## src/rtl/uart_pkg.sv

```systemverilog
// uart_pkg: types and constants shared by the UART blocks.
//   UartRxState          - receiver FSM state, 3-bit encoding (6 and 7 are illegal)
//   UART_DATA_BITS       - data bits per frame
//   UART_CLKS_PER_BIT    - default bit period in clk cycles (50 MHz / 115200),
//                          shared with the transmitter
package uart_pkg;

  typedef enum logic [2:0] {
    IDLE   = 3'd0,
    START  = 3'd1,
    DATA   = 3'd2,
    PARITY = 3'd3,
    STOP   = 3'd4,
    BREAK  = 3'd5
  } UartRxState;

  localparam int UART_DATA_BITS    = 8;
  localparam int UART_CLKS_PER_BIT = 434;

endpackage

```

## src/rtl/uart_rx_sync.sv

```systemverilog
// uart_rx_sync: STAGES-deep flop chain that brings an asynchronous input into
// the clk domain. The reset value is a parameter so that idle-high lines (UART)
// and idle-low inputs (buttons) both come out of reset in their idle level.
// Ports:
//   clk  - system clock
//   rst  - asynchronous, active-high reset (chain loads RESET_VAL)
//   d    - asynchronous input
//   q    - synchronized output, lags d by STAGES cycles
module uart_rx_sync #(
  parameter int   STAGES    = 2,
  parameter logic RESET_VAL = 1'b1
) (
  input  logic clk,
  input  logic rst,
  input  logic d,
  output logic q
);

  logic [STAGES-1:0] chainReg;

  always_ff @(posedge clk or posedge rst) begin
    if (rst) begin
      chainReg <= {STAGES{RESET_VAL}};
    end else begin
      chainReg <= {chainReg[STAGES-2:0], d};
    end
  end

  assign q = chainReg[STAGES-1];

endmodule

```

## src/rtl/uart_rx_byte.sv

```systemverilog
// uart_rx_byte: RS232 receiver (8N1, LSB first) feeding the command processor.
// Samples each bit at mid-period on the synchronized line, rejects short
// start-bit glitches, and reports a low stop bit as a framing error.
// Ports:
//   clk           - system clock
//   rst           - asynchronous, active-high reset
//   rx_serial     - raw serial line, idle high
//   RX            - last correctly received byte
//   RX_ready      - one-cycle strobe, RX holds a new byte
//   framing_error - one-cycle strobe, stop bit sampled low
//   busy          - high whenever the FSM is not in IDLE
//   parity_error  - (UART_RX_PARITY_EN only) one-cycle strobe, parity mismatch
// Optional feature: define UART_RX_PARITY_EN for 8E1/8O1 frames (PARITY_ODD
// selects odd parity); undefined gives plain 8N1.
module uart_rx_byte
  import uart_pkg::*;
#(
  parameter int CLKS_PER_BIT = UART_CLKS_PER_BIT,
  parameter int SYNC_STAGES  = 2
`ifdef UART_RX_PARITY_EN
  , parameter logic PARITY_ODD = 1'b0
`endif
) (
  input  logic                      clk,
  input  logic                      rst,
  input  logic                      rx_serial,
  output logic [UART_DATA_BITS-1:0] RX,
  output logic                      RX_ready,
  output logic                      framing_error,
  output logic                      busy
`ifdef UART_RX_PARITY_EN
  , output logic                    parity_error
`endif
);

  localparam int CW = $clog2(CLKS_PER_BIT) + 1;
  localparam logic [CW-1:0] HALF_CNT = CW'(CLKS_PER_BIT / 2 - 1);
  localparam logic [CW-1:0] LAST_CNT = CW'(CLKS_PER_BIT - 1);
  localparam logic [2:0]    LAST_BIT = 3'(UART_DATA_BITS - 1);

  logic rxs;

  uart_rx_sync #(
    .STAGES    (SYNC_STAGES),
    .RESET_VAL (1'b1)
  ) rxSync (
    .clk (clk),
    .rst (rst),
    .d   (rx_serial),
    .q   (rxs)
  );

  UartRxState                stateReg,    stateNext;
  logic [CW-1:0]             cycleReg,    cycleNext;
  logic [2:0]                bitIdxReg,   bitIdxNext;
  logic [UART_DATA_BITS-1:0] shiftReg,    shiftNext;
  logic [UART_DATA_BITS-1:0] rxReg,       rxNext;
  logic                      readyReg,    readyNext;
  logic                      framingReg,  framingNext;
`ifdef UART_RX_PARITY_EN
  logic                      parityBitReg, parityBitNext;
  logic                      parityErrReg, parityErrNext;
`endif

  always_ff @(posedge clk or posedge rst) begin
    if (rst) begin
      stateReg   <= IDLE;
      cycleReg   <= '0;
      bitIdxReg  <= '0;
      shiftReg   <= '0;
      rxReg      <= '0;
      readyReg   <= 1'b0;
      framingReg <= 1'b0;
`ifdef UART_RX_PARITY_EN
      parityBitReg <= 1'b0;
      parityErrReg <= 1'b0;
`endif
    end else begin
      stateReg   <= stateNext;
      cycleReg   <= cycleNext;
      bitIdxReg  <= bitIdxNext;
      shiftReg   <= shiftNext;
      rxReg      <= rxNext;
      readyReg   <= readyNext;
      framingReg <= framingNext;
`ifdef UART_RX_PARITY_EN
      parityBitReg <= parityBitNext;
      parityErrReg <= parityErrNext;
`endif
    end
  end

  always_comb begin
    stateNext   = stateReg;
    cycleNext   = cycleReg + CW'(1);
    bitIdxNext  = bitIdxReg;
    shiftNext   = shiftReg;
    rxNext      = rxReg;
    readyNext   = 1'b0;
    framingNext = 1'b0;
`ifdef UART_RX_PARITY_EN
    parityBitNext = parityBitReg;
    parityErrNext = 1'b0;
`endif
    case (stateReg)
      IDLE: begin
        cycleNext = '0;
        if (!rxs) stateNext = START;
      end
      START: begin
        // Re-check the line half a bit after the falling edge; a line that is
        // already high again was a glitch, not a start bit.
        if (cycleReg == HALF_CNT) begin
          cycleNext  = '0;
          bitIdxNext = '0;
          stateNext  = rxs ? IDLE : DATA;
        end
      end
      DATA: begin
        if (cycleReg == LAST_CNT) begin
          cycleNext            = '0;
          shiftNext[bitIdxReg] = rxs;
          bitIdxNext           = bitIdxReg + 3'd1;
          if (bitIdxReg == LAST_BIT) begin
`ifdef UART_RX_PARITY_EN
            stateNext = PARITY;
`else
            stateNext = STOP;
`endif
          end
        end
      end
`ifdef UART_RX_PARITY_EN
      PARITY: begin
        if (cycleReg == LAST_CNT) begin
          cycleNext     = '0;
          parityBitNext = rxs;
          stateNext     = STOP;
        end
      end
`endif
      STOP: begin
        // Leaving at mid-stop-bit leaves half a bit to catch a start bit
        // that follows with no idle gap.
        if (cycleReg == LAST_CNT) begin
          cycleNext = '0;
          if (rxs) begin
            stateNext = IDLE;
`ifdef UART_RX_PARITY_EN
            if ((^shiftReg ^ parityBitReg) != PARITY_ODD) begin
              parityErrNext = 1'b1;
            end else begin
              rxNext    = shiftReg;
              readyNext = 1'b1;
            end
`else
            rxNext    = shiftReg;
            readyNext = 1'b1;
`endif
          end else begin
            framingNext = 1'b1;
            stateNext   = BREAK;
          end
        end
      end
      BREAK: begin
        // Hold here until the line idles so a long break reports only once.
        cycleNext = '0;
        if (rxs) stateNext = IDLE;
      end
      default: begin
        stateNext = IDLE;
        cycleNext = '0;
      end
    endcase
  end

  assign RX            = rxReg;
  assign RX_ready      = readyReg;
  assign framing_error = framingReg;
  assign busy          = (stateReg != IDLE);
`ifdef UART_RX_PARITY_EN
  assign parity_error  = parityErrReg;
`endif

endmodule

```

## config.mk

```make
export PLATFORM = sky130hd
export DESIGN_NAME = uart_rx_byte
export DESIGN_NICKNAME = d
export VERILOG_FILES = /design/src/rtl/uart_pkg.sv /design/src/rtl/uart_rx_sync.sv /design/src/rtl/uart_rx_byte.sv
export SDC_FILE = /design/constraint.sdc
export NUM_CORES = 1
export LEC_CHECK = 0
export CAP_MARGIN = 40
export CORE_MARGIN = 1
export CORE_UTILIZATION = 50
export DETAILED_ROUTE_END_ITERATION = 10
export PLACE_DENSITY = 0.73
export SKIP_CTS_REPAIR_TIMING = 1
export SYNTH_ARGS = -nofsm -noshare
export SYNTH_HDL_FRONTEND = slang
export SYNTH_SLANG_ARGS = --single-unit
```

## constraint.sdc

```tcl
create_clock -name clk -period 1.8 [get_ports clk]
set_input_delay 0.18 -clock clk [delete_from_list [all_inputs] [get_ports clk]]
set_output_delay 0.18 -clock clk [all_outputs]
set_load 0.005 [all_outputs]
```

==> results by group, run 1 <==
Run
  • Number of max-cap violations: 0

STA
  • Worst setup margin: -0.0452 ns
  • Crit share post-route: 103%
  • Clock skew: between 0.01 and 0.015 ns
  • Unrepaired setup endpoints after global routing: true
  • Min cycle time layout: roughly 1.8 ns
  • Fin. Hold Viols: 0
  • Final Setup Violations: 3
  • Setup TNS: -0.0765 ns
  • Max-slew violation count: 0
  • Fin Hold WS: a little under 0.1 ns
  • Worst Tran Pin Value: between 0.3 and 0.4 ns
  • Slew margin rel.: 73.9%
  • Peak Freq: approximately 540 MHz

Worst setup path
  • Worst EP required: about 2 ns
  • Crit path cell chain: inv_2 > ha_4 > and4bb_2 > nand4_1 > nor4b_1 > mux2_2
  • Slowest CP cell: dfrtp_1
  • FF-to-FF path depth: 6
  • CP Class: reg -> reg
  • CP top delay family: simple AND/OR/NAND/NOR gates
  • CP Data Arrival Time: around 2.1 ns
  • Worst reg2reg path endpoint: shiftReg[4]
  • Critical Path Fanout Max: 4
  • Crit path largest cell delay: roughly 0.4 ns
  • R2r setup slk: -0.05 ns
  • CP bufs+invs: 1
  • Startpoint types: register
  • Crit path capture type: register
  • Crit Reg-Reg Startpoint: cycleReg[1]

Routing
  • # DRC: 0
  • Total wire length: approximately 3500 microns
  • Vias/cell: approximately 5.6
  • Vias: around 1.3k
  • Antenna Violating Nets Remaining: 0
  • Starting DRT DRC Count: 96
  • Pre-antenna DRT Iters: 4
  • DR WL/cell: between 10 and 15 microns

Die
  • Cell Rows: 21
  • Die width: around 60 microns
  • Die area: between 3000 and 4000 sq um
  • Core area: 3390 sq um
  • Starting Density: 52.8%
  • Num ports: 14
  • Die height: just over 60 microns

Final layout
  • Most frequent cells in the layout: dfrtp_1, mux2_2, buf_4
  • Syn-to-layout area delta: 23.9%
  • Non-Filler Instances: about 240
  • Antenna fix cells: 0
  • Commonest non-fill, non-tap cell in the layout: dfrtp_1
  • Post-route core utilization: between 60% and 70%
  • Layout Nets: 197
  • Share of cells above drive strength 1: a little under a third
  • Final Cell Area: ~2200 sq um

Synth
  • Number of synthesized flops with an enable pin: 0
  • Synthesized flop and latch total: 36
  • Ys Warns: 0
  • Seq/Total Area, Yosys: slightly above 50%
  • Gate Count Post-Synth: roughly 160
  • Synthesized area per cell: approximately 11 sq um
  • Syn Std Cell Area: 1790 sq um
  • Synth Flop Type: dfrtp_1
  • Async SR Flop Fraction: between 90% and 100%
  • Synth cell types: 37
  • Syn Nets: around 170

Global route
  • Global route total overflow: 0
  • Pin count of the biggest net entering global routing: 30
  • Antenna violations before repair: 0
  • Overall routing resource usage: between 20 and 25%
  • Global-route wire length before repair: roughly 5500 microns
  • Vias in the first global route: 1198

CTS
  • Clock Tree Buf Depth: 2
  • Sink Count: 36
  • TritonCTS clock tree: done
  • Root Buffer Master: clkbuf_4
  • Number of CTS-inserted buffers: 5
  • H-Tree Level Count: 2
  • Worst-Skew Late Latency: between 0.3 and 0.4 ns
  • Worst-path clk slew: 0.11 ns

Place
  • Hpwl dp: ~2300 microns
  • Placed Instance Area: between 2000 and 2500 sq um
  • Routability cong.: 0.810
  • # port buffers: 13
  • Placed cells: between 200 and 250

Run status
  • Status: finished, violations left
  • Violated checks: negative setup slack

Worst hold path
  • Worst min path class: in -> async

Power and ir drop
  • LEAKAGE: 1.02 nW
  • Worst VDD drop: between 400 and 500 uV
  • Pwr dens: 633 nW/um^2
kinds of logic after synthesis:
group	after synthesis	share of synthesized area, %
AOI/OAI and AO/OA	11	4.05
xor gates and xnor gates	8	3.91
adders and majority gates	5	3.49
buffers and inverters	16	3.56
DFF	36	50.5
muxes	19	11.9
and+or+nand+nor	63	22.6
synthesized netlist by cell type (3+ instances only):
| cell type | n | share of area (%) |
|---|---|---|
| mux2_2 | 19 | 12 |
| a21oi_1 | 3 | 0.84 |
| and2_1 | 5 | 1.7 |
| xnor2_1 | 3 | 1.5 |
| nand3_1 | 5 | 1.4 |
| nor2_1 | 16 | 3.4 |
| ha_1 | 5 | 3.5 |
| nor3_1 | 5 | 1.4 |
| xor2_1 | 5 | 2.4 |
| buf_2 | 3 | 0.84 |
| inv_1 | 7 | 1.5 |
| nand2_1 | 6 | 1.3 |
| nand4_1 | 6 | 2.1 |
| clkbuf_1 | 5 | 1.0 |
| dfrtp_1 | 34 | 48 |
worst max path at each step:
stage / cells past startpoint / slack [ns] / from / endpoint
after CTS: 3 / -0.13 / stateReg[0] / busy
after global routing: 6 / -0.14 / cycleReg[1] / shiftReg[1]
after global placement: 6 / 0.02 / cycleReg[1] / shiftReg[4]
after floorplan: 6 / 0.01 / cycleReg[1] / shiftReg[4]
after detailed placement: 6 / -0.06 / cycleReg[1] / shiftReg[4]
final: 6 / -0.05 / cycleReg[1] / shiftReg[4]
registers in the layout, indices dropped and copies added, names as in the netlist:
register         cells
RX                   8
RX_ready             1
bitIdxReg            3
cycleReg            10
framing_error        1
rxSync.chainReg      2
shiftReg             8
stateReg             3
stage by stage:
step                      worst slack [ns]  power [W]
final                              -0.0452    0.00140
after global routing                -0.138    0.00145
after CTS                           -0.132    0.00141
after detailed placement           -0.0591   0.000860
after global placement              0.0234   0.000860
after floorplan                     0.0113   0.000845
routing by layer:
layer  part of all wire [%]  track usage [%]
met5                      0                0
met2                     50             34.4
met4                   0.63             6.67
met1                     45             24.3
met3                    4.0             6.00
where the power goes:
part	leakage [nW]	switching (W)	internal [W]
clock	0.0422	0.000268	0.000291
sequential	0.481	0.00000599	0.000813
combinational	0.501	0.0000168	0.00000890
area by class of cell:
cell class	instances	area (sq um)
clock inverter	2	35.0
fill	242	1170
multi-input combinational	107	867
clock buffer	6	41.3
sequential	36	903
inverter	7	26.3
timing repair buffer	32	288
tap	46	57.6
worst reg2reg max path, delay by kind of cell (launching register included):
| kind | cells | cell delay, ns |
|---|---|---|
| multiplexers | 1 | 0.37 |
| flip-flops | 1 | 0.40 |
| AND/OR/NAND/NOR | 3 | 0.77 |
| adder cells (fa/ha/maj) | 1 | 0.13 |
| buffers and inverters | 1 | 0.08 |
(Power assumes the default switching activity.)
==> run 2, diff against run 1 <==
CORE_ASPECT_RATIO = 1.75   (was default)
==> results by group, run 2 (synthesis results as in run 1) <==
CTS
  • Sink Count: 36 (unchanged)
  • Number of CTS-inserted buffers: 5 (unchanged)
  • Worst-Skew Late Latency: 0.29 ns (was 0.34 ns)
  • Clock Tree Buf Depth: 2 (unchanged)
  • TritonCTS clock tree: done (unchanged)
  • Root Buffer Master: clkbuf_8 (was clkbuf_4)
  • Worst-path clk slew: 0.07 ns (was 0.11 ns)
  • H-Tree Level Count: 2 (unchanged)

STA
  • Setup TNS: -0.0523 ns (was -0.0765 ns)
  • Slew margin rel.: 69.5% (was 73.9%)
  • Fin. Hold Viols: 0 (unchanged)
  • Final Setup Violations: 3 (unchanged)
  • Clock skew: 0.00798 ns (was 0.0127 ns)
  • Peak Freq: 549 MHz (was 542 MHz)
  • Unrepaired setup endpoints after global routing: true (unchanged)
  • Min cycle time layout: 1.82 ns (was 1.85 ns)
  • Max-slew violation count: 0 (unchanged)
  • Worst Tran Pin Value: 0.457 ns (was 0.381 ns)
  • Crit share post-route: 101% (was 103%)
  • Worst setup margin: -0.0215 ns (was -0.0452 ns)

Final layout
  • Final Cell Area: 2230 sq um (was 2220 sq um)
  • Commonest non-fill, non-tap cell in the layout: dfrtp_1 (unchanged)
  • Max FFs per register: 10 (unchanged)
  • Antenna fix cells: 0 (unchanged)
  • Non-Filler Instances: 232 (was 236)
  • Layout Nets: 194 (was 197)
  • Largest reg by FF count: cycleReg (unchanged)
  • Share of cells above drive strength 1: 31.0% (was 31.6%)
  • Syn-to-layout area delta: 24.5% (was 23.9%)
  • Most frequent cells in the layout: dfrtp_1, mux2_2, buf_4 (unchanged)
  • FILL cells: 264 (was 242)

Place
  • Placed Instance Area: 2060 sq um (was 2070 sq um)
  • # port buffers: 13 (unchanged)
  • Hpwl dp: 2510 microns (was 2260 microns)
  • Routability cong.: 0.805 (was 0.810)
  • Placed cells: 223 (unchanged)

Die
  • Cell Rows: 28 (was 21)
  • Die height: 81.2 microns (was 61.8 microns)
  • Num ports: 14 (unchanged)
  • Die width: 47.2 microns (was 61.8 microns)
  • Die area: 3830 sq um (was 3820 sq um)
  • Core area: 3400 sq um (was 3390 sq um)
  • Starting Density: 52.7% (was 52.8%)

Global route
  • Antenna violations before repair: 0 (unchanged)
  • Vias in the first global route: 1284 (was 1198)
  • Pin count of the biggest net entering global routing: 37 (was 30)
  • Global-route wire length before repair: 5790 microns (was 5470 microns)
  • Overall routing resource usage: 21.7% (was 20.1%)
  • Global route total overflow: 0 (unchanged)

Worst setup path
  • R2r setup slk: -0.02 ns (was -0.05 ns)
  • Worst reg2reg path endpoint: shiftReg[5] (was shiftReg[4])
  • Crit path capture type: register (unchanged)
  • Critical Path Fanout Max: 4 (unchanged)
  • CP Class: reg -> reg (unchanged)
  • Startpoint types: register (unchanged)
  • CP Data Arrival Time: 2.00 ns (was 2.09 ns)
  • Crit Reg-Reg Startpoint: cycleReg[1] (unchanged)
  • FF-to-FF path depth: 6 (unchanged)
  • Worst EP required: 1.97 ns (was 2.04 ns)

Routing
  • Vias/cell: 5.45 (was 5.59)
  • Total wire length: 3500 microns (was 3490 microns)
  • Vias: 1265 (was 1319)
  • Antenna Violating Nets Remaining: 0 (unchanged)
  • Starting DRT DRC Count: 24 (was 96)
  • Pre-antenna DRT Iters: 4 (unchanged)
  • # DRC: 0 (unchanged)
  • DR WL/cell: 15.1 microns (was 14.8 microns)

Power and ir drop
  • Pwr Total: 0.00161 W (was 0.00140 W)
  • Worst VDD drop: 597 uV (was 492 uV)
  • Pwr dens: 724 nW/um^2 (was 633 nW/um^2)
  • LEAKAGE: 1.02 nW (about the same)

Worst hold path
  • Worst min path class: in -> async (unchanged)

Run status
  • Status: finished, violations left (unchanged)
  • Violated checks: negative setup slack (unchanged)

Run
  • Number of max-cap violations: 0 (unchanged)
-- run 2: worst max-delay path, cell delays in order (launching register included) --
cell and delay [ns]:
dfrtp_1 0.39, inv_2 0.08, ha_4 0.12, and4bb_2 0.26, nand4_1 0.22, nor3_1 0.28, mux2_2 0.36
-- run 2: per-layer routing --
metal | share of wire [%] | track usage (%) | vias to the layer above
met2 | 56 | 37.0 | 16
met3 | 1.8 | 5.11 | 8
met5 | 0 | 0 | -
met1 | 39 | 22.1 | 625
li1 | - | - | 616
met4 | 3.4 | 14.3 | 0
-- run 2: cell type report --
cell class                 count  area, sq um  area share [%]
multi-input combinational    106          856            38.4
inverter                       7         26.3            1.18
tap                           45         56.3            2.53
clock buffer                   7         96.3            4.32
timing repair buffer          30          260            11.7
sequential                    36          903            40.5
clock inverter                 1         30.0            1.35
-- run 2: through the flow --
stage	utilization (%)	worst slack, ns	hold slack (ns)
3_3_place_gp	60.6	-0.00304	0.346
2_1_floorplan	-	0.0113	0.184
6_report	65.6	-0.0215	0.282
5_1_grt	65.6	-0.131	0.284
4_1_cts	64.3	-0.0729	0.282
3_5_place_dp	60.6	-0.0557	0.349
-- run 2: worst max path at each step --
stage,start,end,slack [ns],depth (start not counted)
4_1_cts,cycleReg[1],shiftReg[4],-0.07,6
6_report,cycleReg[1],shiftReg[5],-0.02,6
5_1_grt,cycleReg[1],shiftReg[4],-0.13,6
2_1_floorplan,cycleReg[1],shiftReg[4],0.01,6
3_3_place_gp,cycleReg[1],shiftReg[4],-0.003,6
3_5_place_dp,cycleReg[1],shiftReg[4],-0.06,6
-- run 2: report_power, final --
group / leakage (nW) / total, W / switching, W / internal (W)
Sequential: 0.481 / 0.000818 / 0.00000508 / 0.000813
Combinational: 0.478 / 0.0000224 / 0.0000164 / 0.00000597
Clock: 0.0645 / 0.000774 / 0.000285 / 0.000489
Total: 1.02 / 0.00161 / 0.000307 / 0.00131
